$ cat src/rtl/counter_ctrl_pkg.sv
// Shared constants for the counter sequencer: FSM encoding, prescaler floor
// and step synchronizer depth.
package counter_ctrl_pkg;

    localparam logic [1:0] ST_IDLE = 2'd0;
    localparam logic [1:0] ST_RUN  = 2'd1;
    localparam logic [1:0] ST_DONE = 2'd2;

    localparam int MIN_PERIOD  = 2;
    localparam int SYNC_STAGES = 2;

endpackage

$ cat src/rtl/counter_ctrl_edge_sync.sv
// Brings the raw step button into clk and emits a registered one-cycle pulse
// on each synchronized rising edge.
module edge_sync
    import counter_ctrl_pkg::*;
(
    input  logic clk,
    input  logic resetn,
    input  logic d,
    output logic rise
);

    logic [SYNC_STAGES-1:0] sync;
    logic                   prev;

    always_ff @(posedge clk or negedge resetn) begin
        if (!resetn) begin
            sync <= '0;
            prev <= 1'b0;
            rise <= 1'b0;
        end else begin
            sync <= {sync[SYNC_STAGES-2:0], d};
            prev <= sync[SYNC_STAGES-1];
            rise <= sync[SYNC_STAGES-1] & ~prev;
        end
    end

endmodule

$ cat src/rtl/counter_ctrl.sv
// Sequencer driving the lab up-counter's inc input from a programmable rate or
// a step button, stopping once the fed-back count reaches limit.
module counter_ctrl
    import counter_ctrl_pkg::*;
#(
    parameter int WIDTH = 8,
    parameter int DIV_W = 16
) (
    input  logic             clk,
    input  logic             resetn,
    input  logic             start,
    input  logic             stop,
    input  logic             step,
    input  logic [DIV_W-1:0] period,
    input  logic [WIDTH-1:0] limit,
    input  logic [WIDTH-1:0] count,
    output logic             inc,
    output logic             busy,
    output logic             done
);

    logic [1:0]       state;
    logic [DIV_W-1:0] div;
    logic [DIV_W-1:0] last_div;
    logic             step_rise;
    logic             at_limit;
    logic             tick;

    edge_sync u_step_sync (
        .clk    (clk),
        .resetn (resetn),
        .d      (step),
        .rise   (step_rise)
    );

    assign at_limit = (count == limit);
    // >= rather than == so a live shrink of period below div still fires.
    assign last_div = (period < DIV_W'(MIN_PERIOD)) ? DIV_W'(MIN_PERIOD - 1)
                                                    : period - DIV_W'(1);
    assign tick     = (div >= last_div);

    always_ff @(posedge clk or negedge resetn) begin
        if (!resetn) begin
            state <= ST_IDLE;
            div   <= '0;
            inc   <= 1'b0;
        end else begin
            inc <= 1'b0;
            case (state)
                ST_IDLE: begin
                    if (start && !stop) begin
                        if (at_limit) begin
                            state <= ST_DONE;
                        end else begin
                            state <= ST_RUN;
                            div   <= '0;
                        end
                    end else if (step_rise && !at_limit) begin
                        inc <= 1'b1;
                    end
                end
                ST_RUN: begin
                    if (stop) begin
                        state <= ST_IDLE;
                    end else if (tick) begin
                        if (!at_limit) begin
                            inc <= 1'b1;
                            div <= '0;
                        end else begin
                            state <= ST_DONE;
                        end
                    end else begin
                        div <= div + DIV_W'(1);
                    end
                end
                ST_DONE: begin
                    if (stop) begin
                        state <= ST_IDLE;
                    end
                end
                default: state <= ST_IDLE;
            endcase
        end
    end

    assign busy = (state == ST_RUN);
    assign done = (state == ST_DONE);

endmodule

$ cat config.mk
export PLATFORM = sky130hd
export DESIGN_NAME = counter_ctrl
export DESIGN_NICKNAME = d
export VERILOG_FILES = /design/src/rtl/counter_ctrl_pkg.sv /design/src/rtl/counter_ctrl_edge_sync.sv /design/src/rtl/counter_ctrl.sv
export SDC_FILE = /design/constraint.sdc
export NUM_CORES = 1
export LEC_CHECK = 0
export CORE_ASPECT_RATIO = 1.25
export CORE_UTILIZATION = 25
export CTS_CLUSTER_DIAMETER = 30
export DETAILED_ROUTE_END_ITERATION = 12
export GPL_TIMING_DRIVEN = 0
export HOLD_SLACK_MARGIN = 0.12
export PLACE_DENSITY_LB_ADDON = 0.05
export SETUP_SLACK_MARGIN = 0.02
export SLEW_MARGIN = 30
export SYNTH_ARGS = -nofsm -noshare
export SYNTH_HDL_FRONTEND = slang
export SYNTH_SLANG_ARGS = --single-unit
$ cat constraint.sdc
create_clock -name clk -period 3.7 [get_ports clk]
set_input_delay 0.74 -clock clk [delete_from_list [all_inputs] [get_ports clk]]
set_output_delay 0.74 -clock clk [all_outputs]
set_load 0.01 [all_outputs]
==> results of run 1 <==
-- state kept, by name, indices dropped and copies added, names as in the netlist --
register          flops
div                  16
state                 2
u_step_sync.sync      2
inc                   1
u_step_sync.prev      1
u_step_sync.rise      1
-- final timing paths --
| check | endpoint | depth (start not counted) |
|---|---|---|
| min in group asynchronous | div[1] | 1 |
| worst max register to register | div[15] | 10 |
| worst min register to register | u_step_sync.sync[1] | 0 |
| max in group asynchronous | div[9] | 1 |
| worst max-delay path | div[15] | 15 |
| worst min-delay path | u_step_sync.sync[1] | 0 |
-- per-stage QoR --
step           hold WS (ps)  worst slack, ps   util  TNS, ps  power (mW)
5_1_grt                 376             -194  0.402    -1760       0.755
3_3_place_gp            335            -1440  0.341   -22630       0.505
6_report                356            -65.8  0.402     -285       0.708
3_5_place_dp            337            -1450  0.340   -22360       0.505
2_1_floorplan           331             -246      -    -1810       0.414
4_1_cts                 359             -210  0.375    -1910       0.697
-- logic make-up after synthesis --
group | synth area share
AOI/OAI and AO/OA | 0.159
xor gates and xnor gates | 0.0892
adders and majority gates | 0.121
buffers and inverters | 0.0342
DFF | 0.309
muxes | 0.00537
and+or+nand+nor | 0.283
-- timing repair --
action                                  4_1_cts  5_1_grt
cloned                                        1        0
pin swaps                                    15       17
endpoints found under the setup margin       19       17
resized for setup                            48       45
setup buffers                                13       13
-- layer usage --
layer  vias to the layer above  share of wire
met5                         -              0
met4                         0          0.020
met3                         7          0.047
met2                        48           0.53
met1                       870           0.40
li1                        947              -
-- layout by cell type, fill, tap and decap left out, types with 4 or more instances in the layout --
cell type	n
a21oi_1	11
a221o_1	5
and3_1	6
buf_4	24
buf_6	9
clkbuf_2	4
clkbuf_8	4
clkdlybuf4s50_1	24
dfrtp_1	23
ha_1	14
inv_1	7
nand2_1	26
nand2b_1	4
nand3_1	10
nand4_1	5
nor2_1	22
nor2b_1	6
nor3_1	6
nor3_4	4
nor4_4	5
o21ai_1	4
o2bb2ai_1	4
xnor2_1	11
xor2_1	8
-- Yosys cell counts (all sizes together), types with 3 or more instances --
cell / instances / area (sq um)
nand2: 30 / 113
dfrtp: 23 / 576
nor2: 22 / 82.6
ha: 18 / 225
a21oi: 12 / 60.1
nand3: 11 / 55.1
xnor2: 11 / 96.3
nor3: 10 / 55.1
inv: 9 / 33.8
xor2: 8 / 70.1
nor4: 7 / 43.8
o21ai: 7 / 35.0
and3: 6 / 37.5
nor2b: 6 / 37.5
a221o: 5 / 50.1
nand4: 5 / 31.3
o2bb2ai: 5 / 43.8
nand2b: 4 / 25.0
a31oi: 3 / 18.8
-- power by group --
part,internal (mW),switching [mW],total [mW]
Clock,0.0763,0.0897,0.166
Sequential,0.273,0.0314,0.304
Combinational,0.129,0.109,0.238
Total,0.478,0.230,0.708
-- cell type report --
type	instances	share of cell area
timing repair buffer	66	0.207
clock buffer	3	0.0144
tap	90	0.0394
sequential	23	0.201
clock inverter	1	0.00263
inverter	9	0.0131
multi-input combinational	188	0.509
buffer	3	0.0127
==> flow_summary.toml, run 1 <==
[outcome]
status = "finished, violations left"
violations = "negative setup slack"

[clock_network]
clk_latency_ps = 270
clock_path_buffers = 2
htree_levels = 1
cts_tree = "yes"
clk_pin_slew_worst_paths_ps = 90
cts_made_buffers = 3
ctsHoldBuffers = 0
cts_root_buffer = "clkbuf_8"
cts.sinks = 23

[placed_design]
portBuffers = 39
dp_hpwl_microns = 3780
dpl_cell_area_sq_mm = 0.00242
dp.cells = 353
place_congestion = 0.721

[setup_path]
crit_fanout = 5
cp-startpoint = "period[11]"
cp_common_cell = "buf_6"
path_class = "input port to register"
critPathTopFamily = "simple AND/OR/NAND/NOR gates"
ff2ff_setup_slack_ps = 1020
crit_arrival_ps = 3920
worstReg2RegStart = "div[1]"
critPathCaptureType = "register"
required_ps = 3860
slowest_delay_ps = 550
path_buf_inv = 3
path_cells = "buf_6, or4_4, nor4_4, nand3_2, nand2b_1, ha_1, nor2b_1, o211a_1, o311ai_2, nand4_1, buf_6, or2_4, a21o_4, buf_6, a221o_1"
startpoint_type = "input port"
worst_path_max_delay_cell = "or4_4"

[timing]
worst_slew_pin_slew_ps = 747
hold_viol_final = 0
skew_ps = 5.21
fmax_mhz = 266
setup_viol = 6
fin_crit_sh = 1.02
min_period_ps = 3770
layout_setup_ws_ps = -65.8
rsz0062_at_grt = "true"
slew_headroom = 0.498
slew_viol_final = 0

[power]
p_per_area_mw_per_mm2 = 248
leakagePower_nw = 1.32
vdd_ir_drop_max_v = 0.000127

[routing]
routed_wl_microns = 5340
ant_nets = 0
drtIter0Drc = 73
drt_drc_violations_left = 0
vias = 1872
wl_per_cell_microns = 14.0
viasPerCell = 4.89
dr.pass1.iters = 4

[cells_and_area]
finalInstanceArea_sq_mm = 0.00286
fill_cells = 733
drive_gt1_frac = 0.256
register_area_sq_um = 576
multi_input_area_sq_mm = 0.00146
fin_nets = 349
n_antenna_cell = 0
syn_to_final_growth_pct = 53.2
finalNonFillerCells = 383

[worst_hold_path]
hp-start = "u_step_sync.sync[0]"
hold_path_class = "register to register"

[floorplanning]
die_area_sq_mm = 0.00781
core.rowCount = 34
core_sq_mm = 0.00710
pin_count = 40
initial_core_util = 0.263
die_y_microns = 98.6
die_w_microns = 79.3

[logic_synthesis]
avgSynthCellArea_sq_um = 8.33
synth_flop_cell = "dfrtp_1"
ys_warn_count = 0
synth_edf_count = 0
synth_cells = 224
yosysSeqAreaShare = 0.309
synth_area_sq_mm = 0.00187
synth_nets = 279
async_flop_share = 1.00
synth_cell_type_count = 40
ys_seq_elements = 23

[grt]
antenna_found_initial = 0
grt_pass1_wl_microns = 8560
gr-total-overflow = 0
grt_use_met3 = 0.0148
grt.met1_usage = 0.155
grt_max_degree = 24
grt_usage = 0.140
use_met2 = 0.268
gr-max-usage-layer = "met2"
grt_pass1_vias = 1837

[flow_run]
max_cap_violations = 0
Note: power is estimated with default switching activity, not from simulation.
==> run 2: changes to the inputs <==
--- a/config.mk
+++ b/config.mk
@@ -5,7 +5,9 @@
 export SDC_FILE = /design/constraint.sdc
 export NUM_CORES = 1
 export LEC_CHECK = 0
+export ABC_CLOCK_PERIOD_IN_PS = 3700
 export CORE_ASPECT_RATIO = 1.25
+export CORE_MARGIN = 2
 export CORE_UTILIZATION = 25
 export CTS_CLUSTER_DIAMETER = 30
 export DETAILED_ROUTE_END_ITERATION = 12
==> run 2 against run 1 <==
Net effect:
- the flow still finishes with violations (negative setup slack)
- combinational power fell by 3%
- hold slack gained 0.92 ps
- clock skew grew 1.6 ps
- worst setup slack better by 12 ps
- final area shrank 2.3%
- critical path type unchanged
==> flow_summary.toml, run 2 (synthesized netlist as in run 1, its figures left out) <==
[setup_path]
path_cells = "buf_6, or4_4, nor4_4, nand3_2, nand2b_1, ha_1, nor2b_4, o211a_1, o311ai_2, nand4_1, or2_4, a21o_1, buf_6, a221o_1"
crit_fanout = 8
slowest_delay_ps = 550
path_buf_inv = 2
worst_path_max_delay_cell = "or4_4"
required_ps = 3860
critPathCaptureType = "register"
path_class = "input port to register"
ff2ff_setup_slack_ps = 1050
critPathTopFamily = "simple AND/OR/NAND/NOR gates"
startpoint_type = "input port"
cp_common_cell = "buf_6"
crit_arrival_ps = 3910

[clock_network]
htree_levels = 1
clock_path_buffers = 2
cts_root_buffer = "clkbuf_8"
clk_pin_slew_worst_paths_ps = 90
cts_made_buffers = 3
cts_tree = "yes"
ctsHoldBuffers = 0
clk_latency_ps = 270
cts.sinks = 23

[outcome]
status = "finished, violations left"
violations = "negative setup slack"

[flow_run]
max_cap_violations = 0

[grt]
gr-total-overflow = 0
antenna_found_initial = 0
grt_pass1_wl_microns = 8450
grt_max_degree = 24
grt_usage = 0.135
grt_pass1_vias = 1820

[floorplanning]
core_sq_mm = 0.00731
die_area_sq_mm = 0.00817
die_y_microns = 101
die_w_microns = 81.3
pin_count = 40
initial_core_util = 0.255
core.rowCount = 35

[timing]
rsz0062_at_grt = "true"
setup_viol = 6
hold_viol_final = 0
fmax_mhz = 266
skew_ps = 6.76
slew_headroom = 0.456
layout_setup_ws_ps = -54.3
slew_viol_final = 0
worst_slew_pin_slew_ps = 809
min_period_ps = 3750
fin_crit_sh = 1.01

[worst_hold_path]
hold_path_class = "register to register"

[placed_design]
dp.cells = 355
dp_hpwl_microns = 3850
portBuffers = 39
pre_cts_ws_ps = -1500
place_congestion = 0.719

[power]
vdd_ir_drop_max_v = 0.000108
leakagePower_nw = 1.28
p_per_area_mw_per_mm2 = 251

[routing]
ant_nets = 0
routed_wl_microns = 5170
wl_per_cell_microns = 13.5
viasPerCell = 4.78
drt_drc_violations_left = 0
vias = 1835
drtIter0Drc = 49
dr.pass1.iters = 4

[cells_and_area]
layout_commonest_cell = "nand2_1"
fin_nets = 348
fill_cells = 765
syn_to_final_growth_pct = 49.6
finalNonFillerCells = 384
n_antenna_cell = 0
largest_reg_flops = 16
register_area_sq_um = 576
reg.largest.list = "div: 16 flops, state: 2 flops, u_step_sync.sync: 2 flops"
drive_gt1_frac = 0.236
final_cell_mix = "27 x nand2_1, 24 x clkdlybuf4s50_1, 24 x buf_4"
multi_input_area_sq_mm = 0.00142
max_flop_register = "div"
[run 2: worst paths after layout]
kind                                startpoint             endpoint  cells after the start
setup / recovery                    period[11]              div[15]                     14
min in group asynchronous               resetn               div[0]                      1
hold / removal             u_step_sync.sync[0]  u_step_sync.sync[1]                      0
hold reg to reg            u_step_sync.sync[0]  u_step_sync.sync[1]                      0
max in group asynchronous               resetn              div[10]                      1
setup reg to reg                        div[1]              div[15]                      9
[run 2: layout make-up]
type | count | share of cell area
clock buffers | 3 | 0.0148
inverters | 9 | 0.0134
plain buffers | 3 | 0.0130
multi-input cells | 188 | 0.510
flip-flops and latches | 23 | 0.206
repair buffers | 65 | 0.199
well taps | 92 | 0.0412
clock inverters | 1 | 0.00269
[run 2: per-stage QoR]
step | instance area, sq um | total power [mW] | setup TNS, ps | hold slack (ps) | util
after floorplan | 1920 | 0.414 | -1810 | 331 | -
after global placement | 2420 | 0.503 | -23710 | 335 | 0.332
after detailed placement | 2420 | 0.505 | -22570 | 338 | 0.331
after CTS | 2720 | 0.701 | -1270 | 361 | 0.372
after global routing | 2790 | 0.748 | -1700 | 380 | 0.382
final | 2790 | 0.701 | -160 | 357 | 0.382
[run 2: power breakdown]
part	internal [mW]	switching [mW]	leakage, nW
Clock	0.0764	0.0902	0.0217
Combinational	0.125	0.106	0.954
Sequential	0.273	0.0303	0.308
[run 2: layer usage]
layer,GRT usage,vias to the layer above,share of wire
li1,-,948,-
met1,0.155,831,0.42
met2,0.249,52,0.51
met3,0.0125,4,0.052
met4,0.0548,0,0.015
met5,0,-,0
[run 2: timing repair]
item	4_1_cts	5_1_grt
resized for setup	61	17
pin swaps	21	14
setup buffers	19	8
setup endpoints to repair	19	17
==> edit 1 (flow settings as in run 2) <==
Put a register stage on the outputs `busy` and `done`, cleared by the reset. The values now appear one clock later. The other outputs are not delayed to match.
--- a/src/rtl/counter_ctrl.sv
+++ b/src/rtl/counter_ctrl.sv
@@ -85,4 +85,11 @@
 
-    assign busy = (state == ST_RUN);
-    assign done = (state == ST_DONE);
+    always_ff @(posedge clk or negedge resetn) begin
+        if (!resetn) begin
+            busy <= '0;
+            done <= '0;
+        end else begin
+            busy <= (state == ST_RUN);
+            done <= (state == ST_DONE);
+        end
+    end
 
Function: changed (Yosys sat finds a counterexample within 4 cycles, from zero or initial values and one cycle with resetn low).
==> edit 1 against run 2 <==
- the run still ends with setup timing left
- cell count down 1.8%
- worst setup slack worse by 230 ps
- sequential cell count up 2
- area after synthesis up 5.2%
- global-route usage down 0.74 points
- wire length up 2.1%
- design area up 0.63%
- total power down 0.27%
- synthesized cell count up 1.3%
- critical path type unchanged
- largest cell class unchanged
==> edit 1: results (changes against run 2) <==
Yosys
  • Mapped Nets: 282 (+1.1%)
  • Mean Syn Cell Area: 8.65 um^2 (+3.8%)
  • Synth Area in XOR/XNOR: 8.92% (about the same)
  • Synth top area cells: dfrtp_1 (32%), ha_1 (11%), nand2_1 (5.9%)
  • Top cells by count, synth: nand2_1 (31), dfrtp_1 (25), ha_1 (18), nor2_1 (18), a21oi_1 (14)
  • Adder-cell share of the synthesized area: 11.5% (-0.60 points)
  • Mux contribution to synthesized area: 3.19% (+2.7 points)
  • Top-area cell type share of the netlist area: 31.9% (+1.0 points)

Global routing
  • Vias in the first global route: 1,860 (+2.2%)
  • Met2 Use GR: 24.6% (-0.34 points)
  • Largest net degree at the start of global routing: 26 (+8.3%)
  • Met1 usage in global routing: 15.0% (-0.55 points)
  • Tot GR Track Use: 12.7% (-0.74 points)
  • Met3 Use GR: 1.04% (-0.21 points)

Clock tree
  • Setup Buffers After CTS: 8 (-11)

STA
  • Setup TNS: -4480 ps (-4320 ps)
  • Final setup margin: -281 ps (-226 ps)
  • Finish-stage setup viols: 19 (+13)
  • Worst Skew: 5.21 ps (-1.55 ps)

Layout
  • Fraction of cell area in non-clock buffers: 19.2% (-2.0 points)
  • Non-clk bufs: 56 (-18%)
  • # fillers: 808 (+5.6%)
  • Nets: 338 (-2.9%)
  • Multi-input logic area: 1440 um^2 (+1.5%)

Power and ir drop
  • Peak VDD IR: 0.000120 V (+11%)
  • Leakage power: 1.20 nW (-6.7%)

Placed design
  • DP Area: 2490 um^2 (+2.8%)
  • Pre-CTS setup slack: -1390 ps (+102 ps)
  • Post-DP HPWL: 4020 um (+4.2%)
  • Placed Instances: 361 (+1.7%)

Outcome
  • Status: finished, violations left
  • Failing checks: setup timing

Drt
  • Met2 wire len: 2700 um (+2.4%)
  • Metal3 WL: 174 um (-35%)

Setup path
  • Critical Path Fanout Max: 6 (-2)
  • Reg2Reg Depth: 8 (-1)

Die
  • Row count: 36 (+2.9%)
==> edit 1: critical path, cell delays in order <==
cell	delay, ps
buf_6	90
or4_4	550
nor4_4	180
nand2b_1	110
or4b_4	490
or2_4	260
or2b_1	200
ha_4	210
nor2b_4	120
o211a_1	230
o311ai_4	280
nand3_4	130
a21o_4	270
buf_8	140
a21o_1	150
==> edit 1: path summary, 6_finish.rpt <==
kind                                startpoint                   to  slack (ps)
max                                  period[9]               div[2]        -280
min                        u_step_sync.sync[0]  u_step_sync.sync[1]         360
max reg2reg                            div[13]               div[0]        1510
min reg2reg                u_step_sync.sync[0]  u_step_sync.sync[1]         360
max in group asynchronous               resetn               div[6]        2830
min in group asynchronous               resetn               div[2]         470
==> edit 1: power groups by stage <==
stage               logic, mW  clock network, mW  registers [mW]
finish                  0.213              0.168           0.319
global route            0.237              0.188           0.322
CTS                     0.202              0.176           0.318
detailed placement      0.181                  0           0.323
global placement        0.181                  0           0.324
floorplan               0.102                  0           0.315
==> edit 2 (settings of run 2) <==
Made on the original files. Set the parameter `WIDTH` to 9 (it was 8).
--- a/src/rtl/counter_ctrl.sv
+++ b/src/rtl/counter_ctrl.sv
@@ -5,3 +5,3 @@
 #(
-    parameter int WIDTH = 8,
+    parameter int WIDTH = 9,
     parameter int DIV_W = 16
Ports: changed (resized count and limit); port bits go from 40 to 42. The function was not compared with the original's and may differ.
==> edit 2 against run 2 <==
- the run still ends with setup timing left
- area after synthesis is 2.3% higher
- worst setup slack worse by 290 ps
- design area is 4.9% higher
- synthesized cell count stayed put
- die area is 2.2% higher
- via count is 1.5% lower
- wire length is 0.81% lower
- total power is 4.2% higher
- critical path depth is 3 higher
- sequential cell count stayed put
- largest power group unchanged
==> edit 2: results (changes against run 2) <==
Min path
  • Worst hold endpoint: u_step_sync.sync[1]
  • Worst hold start: u_step_sync.sync[0]

STA
  • Tightest Pin Transition: 633 ps (-175 ps)
  • Worst Skew: 9.34 ps (+2.58 ps)
  • Final setup margin: -347 ps (-293 ps)
  • WHS: 358 ps (+1.02 ps)
  • Setup TNS: -4930 ps (-4770 ps)
  • Finish-stage setup viols: 19 (+13)

Placed design
  • DP Area: 2480 um^2 (+2.5%)
  • Gp weighted congestion: 0.660 (-8.2%)
  • IO buf count: 41 (+5.1%)
  • Pre-CTS setup slack: -1710 ps (-217 ps)
  • Post-DP HPWL: 3920 um (+1.8%)
  • Placed Instances: 357 (+0.56%)

Power and ir drop
  • Peak VDD IR: 0.0000985 V (-9.0%)
  • Flop pwr share: 41.9% (-1.4 points)
  • Total power: 730 uW (+4.2%)
  • Comb power: 261 uW (+13%)
  • Internal power: 496 uW (+4.5%)
  • Leakage power: 1.31 nW (+2.4%)

Setup path
  • Worst Path Arrival: 4210 ps (+300 ps)
  • CP peak stage delay: 540 ps
  • R2R setup slack: 1140 ps (+90 ps)
  • Critical R2R Launch: div[1]
  • Critical Path Fanout Max: 6 (-2)
  • Setup crit start: period[9]
  • Critical Path End: div[5]

Layout
  • Fraction of layout cells with a size suffix above 1: 26.6% (+2.9 points)
  • Final Util: 39.6% (+1.4 points)
  • Non-Filler Instances: 378 (-1.6%)
  • # fillers: 769 (+0.52%)
  • Nets: 344 (-1.1%)

Drt
  • DR iter-0 viols: 62 (+27%)
  • Drt total wl: 5130 um (-0.81%)
  • Vias: 1,808 (-1.5%)

Global routing
  • Global-route wire length before repair: 8410 um (-0.49%)
  • Antenna violations before repair: 0 (unchanged)
  • Met2 Use GR: 24.4% (-0.52 points)
  • Met1 usage in global routing: 15.4% (-0.15 points)
  • Met3 Use GR: 0.891% (-0.36 points)
  • Tot GR Track Use: 13.0% (-0.52 points)

Outcome
  • Failing checks: setup timing
  • Status: finished, violations left

Clock tree
  • CTS clock-pin slew for the worst setup and hold paths: 90 ps (about the same)
  • Clk Tree Root Cell: clkbuf_8

Yosys
  • Sequential element share of the synthesized area: 30.2% (-0.69 points)
  • Top cells by count, synth: nand2_1 (30), dfrtp_1 (23), nor2_1 (23), ha_1 (18), a21oi_1 (13)
  • Mapped Nets: 281 (+0.72%)
  • Synth top area cells: dfrtp_1 (30%), ha_1 (12%), nand2_1 (5.9%)
  • Synth unique cells: 43 (+7.5%)
edit 2: per-layer routing:
metal	routed length, um	vias to the layer above
met1	2210	843
li1	-	929
met2	2710	34
met4	47	0
met5	0	-
met3	162	2
edit 2: area by class of cell:
cell class	instances	share of cell area, %
multi-input combinational	189	52.3
clock inverter	1	0.256
inverter	7	0.897
sequential	23	19.6
timing repair buffer	59	19.6
tap	92	3.93
clock buffer	3	1.41
buffer	4	1.92
edit 2: timing repair:
action	4_1_cts	5_1_grt
gates cloned	0	2
endpoints found under the setup margin	19	19
pin swaps	17	21
resized for setup	41	37
buffers inserted	12	4
edit 2: kinds of logic after synthesis:
kind of cell             synth area share (%)
multiplexers                            0.590
adder cells (fa/ha/maj)                  11.8
flip-flops                               30.2
AND/OR/NAND/NOR                          28.1
XOR/XNOR                                 10.1
AO/OA/AOI/OAI                            16.1
buffers and inverters                    3.15
